===== src/rtl/threshold_scheduler.sv =====
// threshold_scheduler: sequences extremum-engine windows and commits validated min/max pairs as thresholds
// Ports:
//   aclk, areset            clock, synchronous active-high reset
//   cfg_enable/single       run enable; single = one window per sw_trigger, else continuous
//   sw_trigger              one-cycle window request (single mode)
//   cfg_log_count/shift     engine config, latched at window start onto eng_log_count/eng_shift
//   cfg_min_span            unsigned minimum accepted (max - min)
//   eng_start/done/min/max  engine handshake and window result
//   thr_lower/upper/valid   committed signed thresholds, valid after first commit
//   irq                     one-cycle pulse per commit
//   busy                    window in progress
//   win/reject/timeout_count status counters
// Optional: THRESHOLD_SCHEDULER_TIMEOUT_EN aborts a window if the engine stays silent too long.
module threshold_scheduler #(
  parameter int AXIS_TDATA_WIDTH = 32,
  localparam int W = AXIS_TDATA_WIDTH / 2
) (
  input  logic         aclk,
  input  logic         areset,
  input  logic         cfg_enable,
  input  logic         cfg_single,
  input  logic         sw_trigger,
  input  logic [4:0]   cfg_log_count,
  input  logic [2:0]   cfg_shift,
  input  logic [W-1:0] cfg_min_span,
  output logic         eng_start,
  output logic [4:0]   eng_log_count,
  output logic [2:0]   eng_shift,
  input  logic         eng_done,
  input  logic [W-1:0] eng_min,
  input  logic [W-1:0] eng_max,
  output logic [W-1:0] thr_lower,
  output logic [W-1:0] thr_upper,
  output logic         thr_valid,
  output logic         irq,
  output logic         busy,
  output logic [31:0]  win_count,
  output logic [15:0]  reject_count,
  output logic [15:0]  timeout_count
);
  typedef enum logic [1:0] {IDLE, ARM, WAIT, CHECK} state_t;
  state_t state;
  logic pending, drop, discard, accept;
  logic signed [W-1:0] res_min, res_max;
  logic [W:0] span;
  // a disable seen at any point of the window discards its outcome
  assign discard = drop || !cfg_enable;
  assign span = {res_max[W-1], res_max} - {res_min[W-1], res_min};
  assign accept = (res_max > res_min) && (span >= {1'b0, cfg_min_span});
`ifdef THRESHOLD_SCHEDULER_TIMEOUT_EN
  logic [32:0] tmo;
`else
  assign timeout_count = '0;
`endif
  always_ff @(posedge aclk) begin
    if (areset) begin
      state <= IDLE;
      pending <= 1'b0;
      drop <= 1'b0;
      res_min <= '0;
      res_max <= '0;
      eng_start <= 1'b0;
      eng_log_count <= '0;
      eng_shift <= '0;
      thr_lower <= {1'b0, {(W-1){1'b1}}};
      thr_upper <= {1'b1, {(W-1){1'b0}}};
      thr_valid <= 1'b0;
      irq <= 1'b0;
      busy <= 1'b0;
      win_count <= '0;
      reject_count <= '0;
`ifdef THRESHOLD_SCHEDULER_TIMEOUT_EN
      tmo <= '0;
      timeout_count <= '0;
`endif
    end else begin
      eng_start <= 1'b0;
      irq <= 1'b0;
      if (sw_trigger && cfg_single && state != IDLE) pending <= 1'b1;
      case (state)
        IDLE: if (cfg_enable && (!cfg_single || sw_trigger || pending)) begin
          state <= ARM;
          busy <= 1'b1;
          eng_start <= 1'b1;
          eng_log_count <= cfg_log_count;
          eng_shift <= cfg_shift;
          pending <= 1'b0;
        end
        ARM: begin
          state <= WAIT;
          drop <= 1'b0;
`ifdef THRESHOLD_SCHEDULER_TIMEOUT_EN
          tmo <= (33'd1 << eng_log_count) + 33'd16;
`endif
        end
        WAIT: begin
          if (!cfg_enable) drop <= 1'b1;
          if (eng_done) begin
            res_min <= eng_min;
            res_max <= eng_max;
            state <= discard ? IDLE : CHECK;
            busy <= !discard;
          end
`ifdef THRESHOLD_SCHEDULER_TIMEOUT_EN
          else if (tmo == 33'd1) begin
            state <= IDLE;
            busy <= 1'b0;
            if (!discard && timeout_count != 16'hFFFF) timeout_count <= timeout_count + 16'd1;
          end else tmo <= tmo - 33'd1;
`endif
        end
        CHECK: begin
          state <= IDLE;
          busy <= 1'b0;
          if (accept) begin
            thr_lower <= res_min;
            thr_upper <= res_max;
            thr_valid <= 1'b1;
            irq <= 1'b1;
            win_count <= win_count + 32'd1;
          end else if (reject_count != 16'hFFFF) reject_count <= reject_count + 16'd1;
        end
        default: state <= IDLE;
      endcase
    end
  end
endmodule


===== config.mk =====
export PLATFORM = sky130hd
export DESIGN_NAME = threshold_scheduler
export DESIGN_NICKNAME = d
export VERILOG_FILES = /design/src/rtl/threshold_scheduler.sv
export SDC_FILE = /design/constraint.sdc
export NUM_CORES = 1
export LEC_CHECK = 0
export ABC_AREA = 1
export CORE_MARGIN = 2
export CORE_UTILIZATION = 51
export CTS_CLUSTER_DIAMETER = 150
export DETAILED_ROUTE_END_ITERATION = 8
export PLACE_DENSITY = 0.85
export SETUP_SLACK_MARGIN = 0.3
export SYNTH_ARGS = -nofsm -noshare
export SYNTH_HDL_FRONTEND = slang
export SYNTH_SLANG_ARGS = --single-unit

===== constraint.sdc =====
create_clock -name aclk -period 4.4 [get_ports aclk]
set_input_delay 0.44 -clock aclk [delete_from_list [all_inputs] [get_ports aclk]]
set_output_delay 0.44 -clock aclk [all_outputs]
set_load 0.005 [all_outputs]

After elaboration in Yosys (flattened, before gate mapping)

Cells that the tools add are included.

Flip-flop bits (word level): 128
Latch bits: 0
RAM bits: 0
ROM bits: 0
Input bits: 62
Output and inout bits: 108
Word-level logic and storage cells: 67
Memories kept: 0

$add $sub $neg: 3
Multipliers: 0
Div/mod/pow operators: 0
Order comparisons: 2
Equal/unequal tests: 7
Shift-type cells: 0
Muxes and demuxes: 14
Bitwise operators: 3
Reduce and logical (&&, ||, !) cells: 23

Operators by type and width:

| operator              | count |
|---|---|
| $add 32x1->32 const B | 1 |
| $ge 17x16->1          | 1 |
| $sub 16x16->17        | 1 |
| $add 16x1->16 const B | 1 |
| $gt 16x16->1          | 1 |
| $ne 16x16->1 const B  | 1 |
| $reduce_and 2->1      | 5 |
| $mux 1                | 8 |
| $pmux 2 s4            | 1 |
| $mux 2                | 3 |
| $ne 2x2->1 const B    | 3 |
| $reduce_and 3->1      | 2 |
| $eq 2x2->1 const B    | 2 |
| $logic_and 1x1->1     | 4 |
| $reduce_bool 2->1     | 2 |
| $reduce_or 2->1       | 2 |
| $logic_not 1->1       | 3 |
| $logic_or 1x1->1      | 3 |
| $not 1->1             | 3 |
| $pmux 1 s3            | 1 |
| $reduce_bool 3->1     | 1 |
| $eq 2x1->1 const B    | 1 |
| $logic_not 2->1       | 1 |
| $pmux 1 s2            | 1 |

Logic depth before layout (Yosys ltp)

Depth after elaboration: 6
Depth in mapped cells: 26

Worst setup path before layout

Ideal clock, no wire load.

Path kind: register -> register
From: register res_max[0]
To: register reject_count[14]
Setup time: 0.138 ns
Arrival time: 3.196 ns
Required time: 4.262 ns
Path slack: 1.065 ns
Cell stages (with the launch flop): 26
Clock period less this slack: 3.335 ns
Cell sequence: dfxtp_1 inv_1 ha_1 fa_1 nand3b_1 nand2_1 nand2_1 nand2_2 a31o_2 nand2_1 nand2_1 nand3_1 nand2_1 xor2_1 ha_1 nand2_1 nor2_1 nand3_1 nor3_1 nor3_1 nand3_2 nand2_2 nand3_2 buf_6 nand2_1 a21oi_1

Cells in the longest elaborated chain, start to end: 5
Elaborated cells on any way between the ends: 6

RTL lines:

| element                      | RTL line | RTL |
|---|---|---|
| start: declaration           | 44       | `logic signed [W-1:0] res_min, res_max;` |
| start signal: assignment     | 100      | `res_max <= eng_max;` |
| $sub 16x16->17               | 48       | `assign span = {res_max[W-1], res_max} - {res_min[W-1], res_min};` |
| $ge 17x16->1                 | 49       | `assign accept = (res_max > res_min) && (span >= {1'b0, cfg_min_span});` |
| $logic_and 1x1->1 *          | 49       |  |
| $not 1->1 (no line) *        | --       |  |
| $reduce_and 3->1 (no line) * | --       |  |
| end signal: assignment       | 121      | `end else if (reject_count != 16'hFFFF) reject_count <= reject_count + 16'd1;` |
| end: declaration             | 38       | `output logic [15:0] reject_count,` |

Mark *: on every way between the ends. The rest lies on a longest branch, timed or not.
A chain may end at the register's enable or synchronous reset.

Final worst setup path

From: register res_max[0]
To: register thr_upper[6]

Cells in the longest elaborated chain, start to end: 4
Elaborated cells on any way between the ends: 5

RTL lines:

| element                      | RTL line | RTL |
|---|---|---|
| $sub 16x16->17               | 48       |  |
| $ge 17x16->1                 | 49       |  |
| $logic_and 1x1->1 *          | 49       |  |
| $reduce_and 2->1 (no line) * | --       |  |
| end signal: assignment       | 66       | `thr_upper <= {1'b1, {(W-1){1'b0}}};` |
| end signal: assignment       | 117      | `thr_upper <= res_max;` |
| end: declaration             | 33       | `output logic [W-1:0] thr_upper,` |

Marked as above.

==> impl_metrics.env <==
export IMPL_yosysMostFrequentCell="nand2_1"
export IMPL_num_antenna_cells=0
export IMPL_clock_sinks=128
export IMPL_period_share_pct=87.1
export IMPL_p_clk_share_pct=46.6
export IMPL_initial_core_util_pct=52.0
export IMPL_r2r_setup_slack_ps=570
export IMPL_port_buffers=153
export IMPL_synth_cell_types=37
export IMPL_hold_buffers=0
export IMPL_rsz0062_at_grt="no"
export IMPL_skew_ps=7.32
export IMPL_seqPwrFrac_pct=34.4
export IMPL_ys_seq_area_share_pct=35.8
export IMPL_crit_path_start="res_max[0]"
export IMPL_die_area_sq_um=15000
export IMPL_maxSlewViolCount=0
export IMPL_cts_made_buffers=17
export IMPL_timing_rr_start="res_max[0]"
export IMPL_die_width_um=123
export IMPL_finalPower_w=0.00350
export IMPL_clk_latency_ps=420
export IMPL_netlist_top_cells_count="nand2_1, dfxtp_1, inv_1, a21oi_1"
export IMPL_fillers=1165
export IMPL_fin_area_sq_um=9560
export IMPL_power_leakage_nw=3.87
export IMPL_holdWs_ps=467
export IMPL_critical_path_class="reg -> reg"
export IMPL_timing_setup_tns_ps=0
export IMPL_clk_pin_slew_ps=60
export IMPL_drtIter0Drc=520
export IMPL_antenna_found_initial=0
export IMPL_ys_seq_elements=128
export IMPL_grt_ovfl_total=0
export IMPL_ys_warn_count=0
export IMPL_area_growth_pct=33.5
export IMPL_synth_top_area_cell="dfxtp_1"
export IMPL_grt_pass1_vias=6271
export IMPL_grt_pass1_wl_um=29700
export IMPL_synth_avg_cell_area_sq_um=7.46
export IMPL_setup_viol=0
export IMPL_worst_slew_pin_transition_ps=1130
export IMPL_ys_async_sr_fraction_pct=0
export IMPL_switchingPower_w=0.000955
export IMPL_root_buffer="clkbuf_16"
export IMPL_die_y_um=123
export IMPL_synth_cell_area_sq_um=7160
export IMPL_rows=43
export IMPL_grt_usage_pct=25.1
export IMPL_internal_power_w=0.00255
export IMPL_nets=1201
export IMPL_grt_max_degree=84
export IMPL_powerDensity_nw_per_um2=366
export IMPL_worstPathMaxFanout=20
export IMPL_syn_inst=960
export IMPL_synth_area_top_cells="dfxtp_1, nand2_1, ha_1"
export IMPL_multiInputGateArea_sq_um=3980
export IMPL_hold_depth=2
export IMPL_required_ps=4750
export IMPL_ys_flop_type="dfxtp_1"
export IMPL_arrival_ps=4180
export IMPL_cts_tree="done"
export IMPL_place_inst=1257
export IMPL_hold_class="reg -> reg"
export IMPL_drcViolationCount=0
export IMPL_synth_edf_count=0
export IMPL_place_hpwl_um=13100
export IMPL_vias_per_cell=5.35
export IMPL_min_from="thr_upper[10]"
export IMPL_routedWlPerCell_um=15.5
export IMPL_placed_area_sq_um=8640
export IMPL_swShare_pct=27.3
export IMPL_h_tree_depth=4
export IMPL_finalCriticalPeriod_ps=3830
export IMPL_seq_area_sq_um=2560
export IMPL_routabilityCongestion=0.925
export IMPL_cts_path_max_buffers=2
export IMPL_reg2reg_depth=25
export IMPL_wl_um=20100
export IMPL_drive_above_1_share_pct=11.5
export IMPL_hold_viol_final=0
export IMPL_critPathCaptureType="register"
export IMPL_vias=6939
export IMPL_start_kind="register"
export IMPL_max_clock_freq_ghz=0.261
export IMPL_io_pins=170
export IMPL_cap_violations=0
export IMPL_core_sq_um=13800
export IMPL_yosys_area_top_type_share_pct=35.8
export IMPL_status="finished, final reports clean"
export IMPL_ir_drop_mv=0.323
export IMPL_power_frac_comb_pct=19.0
export IMPL_relSlewSlack_pct=24.4
export IMPL_final_cells=1297
export IMPL_ant_nets=0
export IMPL_first_pass_iters=5
[flip-flops by register name (all words and copies together) (netlist names), 2 cells and up]
register       cells
thr_lower         16
reject_count      16
eng_log_count      5
win_count         32
thr_upper         16
res_max           16
eng_shift          3
res_min           16
state              2
[cell families after synthesis]
| group | count (synthesis) | share of synthesized area [%] |
|---|---|---|
| other | 1 | 0.0524 |
| AND/OR/NAND/NOR | 426 | 26.9 |
| XOR/XNOR | 58 | 7.09 |
| AO/OA/AOI/OAI | 166 | 14.1 |
| adder cells (fa/ha/maj) | 35 | 6.22 |
| flip-flops | 128 | 35.8 |
| buffers and inverters | 146 | 9.84 |
[timing repair]
action,in CTS,in global routing
setup buffers,0,1
cloned,0,7
pin swaps,0,2
gates resized for setup,2,18
endpoints found under the setup margin,59,82
[layout make-up]
class | instances | share of cell area [%]
clock buffers | 19 | 4.74
clock inverters | 13 | 2.43
inverters | 90 | 3.81
multi-input cells | 701 | 41.6
flip-flops and latches | 128 | 26.8
well taps | 180 | 2.36
repair buffers | 166 | 18.2
[power by group through the flow]
stage / combinational (W) / clock (W) / sequential [W]
finish: 0.000666 / 0.00163 / 0.00120
global route: 0.000739 / 0.00170 / 0.00121
CTS: 0.000628 / 0.00164 / 0.00120
detailed placement: 0.000625 / 0 / 0.00123
global placement: 0.000602 / 0 / 0.00123
floorplan: 0.000457 / 0 / 0.00123
[critical path: stages, from the launching register on]
cell      delay [ps]
dfxtp_1          340
inv_1             60
ha_1             210
fa_2             360
nand3b_1         180
nand2_2          120
nand2_1           70
nand2_2           90
a31o_2           170
nand2_1           50
nand2_1           80
nand3_1           70
nand2_1           80
xor2_1           180
ha_1             270
nand2_1           90
nor2_2            50
nand3_1           90
nor3_2            50
nor3_2           150
nand3_2          160
nand3_4          210
buf_12           200
buf_8            210
nand2_1           70
a21oi_1          130
[path summary, 6_finish.rpt]
check / end
worst max-delay path: thr_upper[6]
worst min-delay path: thr_upper[10]
worst max register to register: thr_upper[6]
worst min register to register: thr_upper[10]
[stage by stage]
step / setup slack, ps / utilization, %
after floorplan: 1070 / -
after global placement: 429 / 62.8
after detailed placement: 119 / 62.8
after CTS: 324 / 67.8
after global routing: 311 / 69.4
final: 568 / 69.4
[cells in the final DEF, fill, tap and decap left out, types with 4 or more instances in the layout]
master,count
nand2_1,245
clkdlybuf4s50_1,152
dfxtp_1,128
inv_1,87
a21oi_1,84
xor2_1,45
nor2_1,44
nand3_1,36
nand2_2,35
ha_1,34
a21oi_2,30
nor3_1,24
o21ai_0,23
clkbuf_16,21
nand4_1,20
o211ai_1,16
conb_1,16
xnor2_1,13
nor4_1,7
a31oi_1,6
bufinv_16,6
buf_4,5
nor3_2,4
[per-layer routing]
layer | vias to the layer above | track usage [%] | part of all wire (%)
li1 | 3409 | - | -
met1 | 3242 | 32.1 | 44
met2 | 263 | 40.5 | 47
met3 | 25 | 5.76 | 6.8
met4 | 0 | 10.6 | 1.9
met5 | - | 0 | 0
No activity file was read; power rests on OpenSTA's default activity.
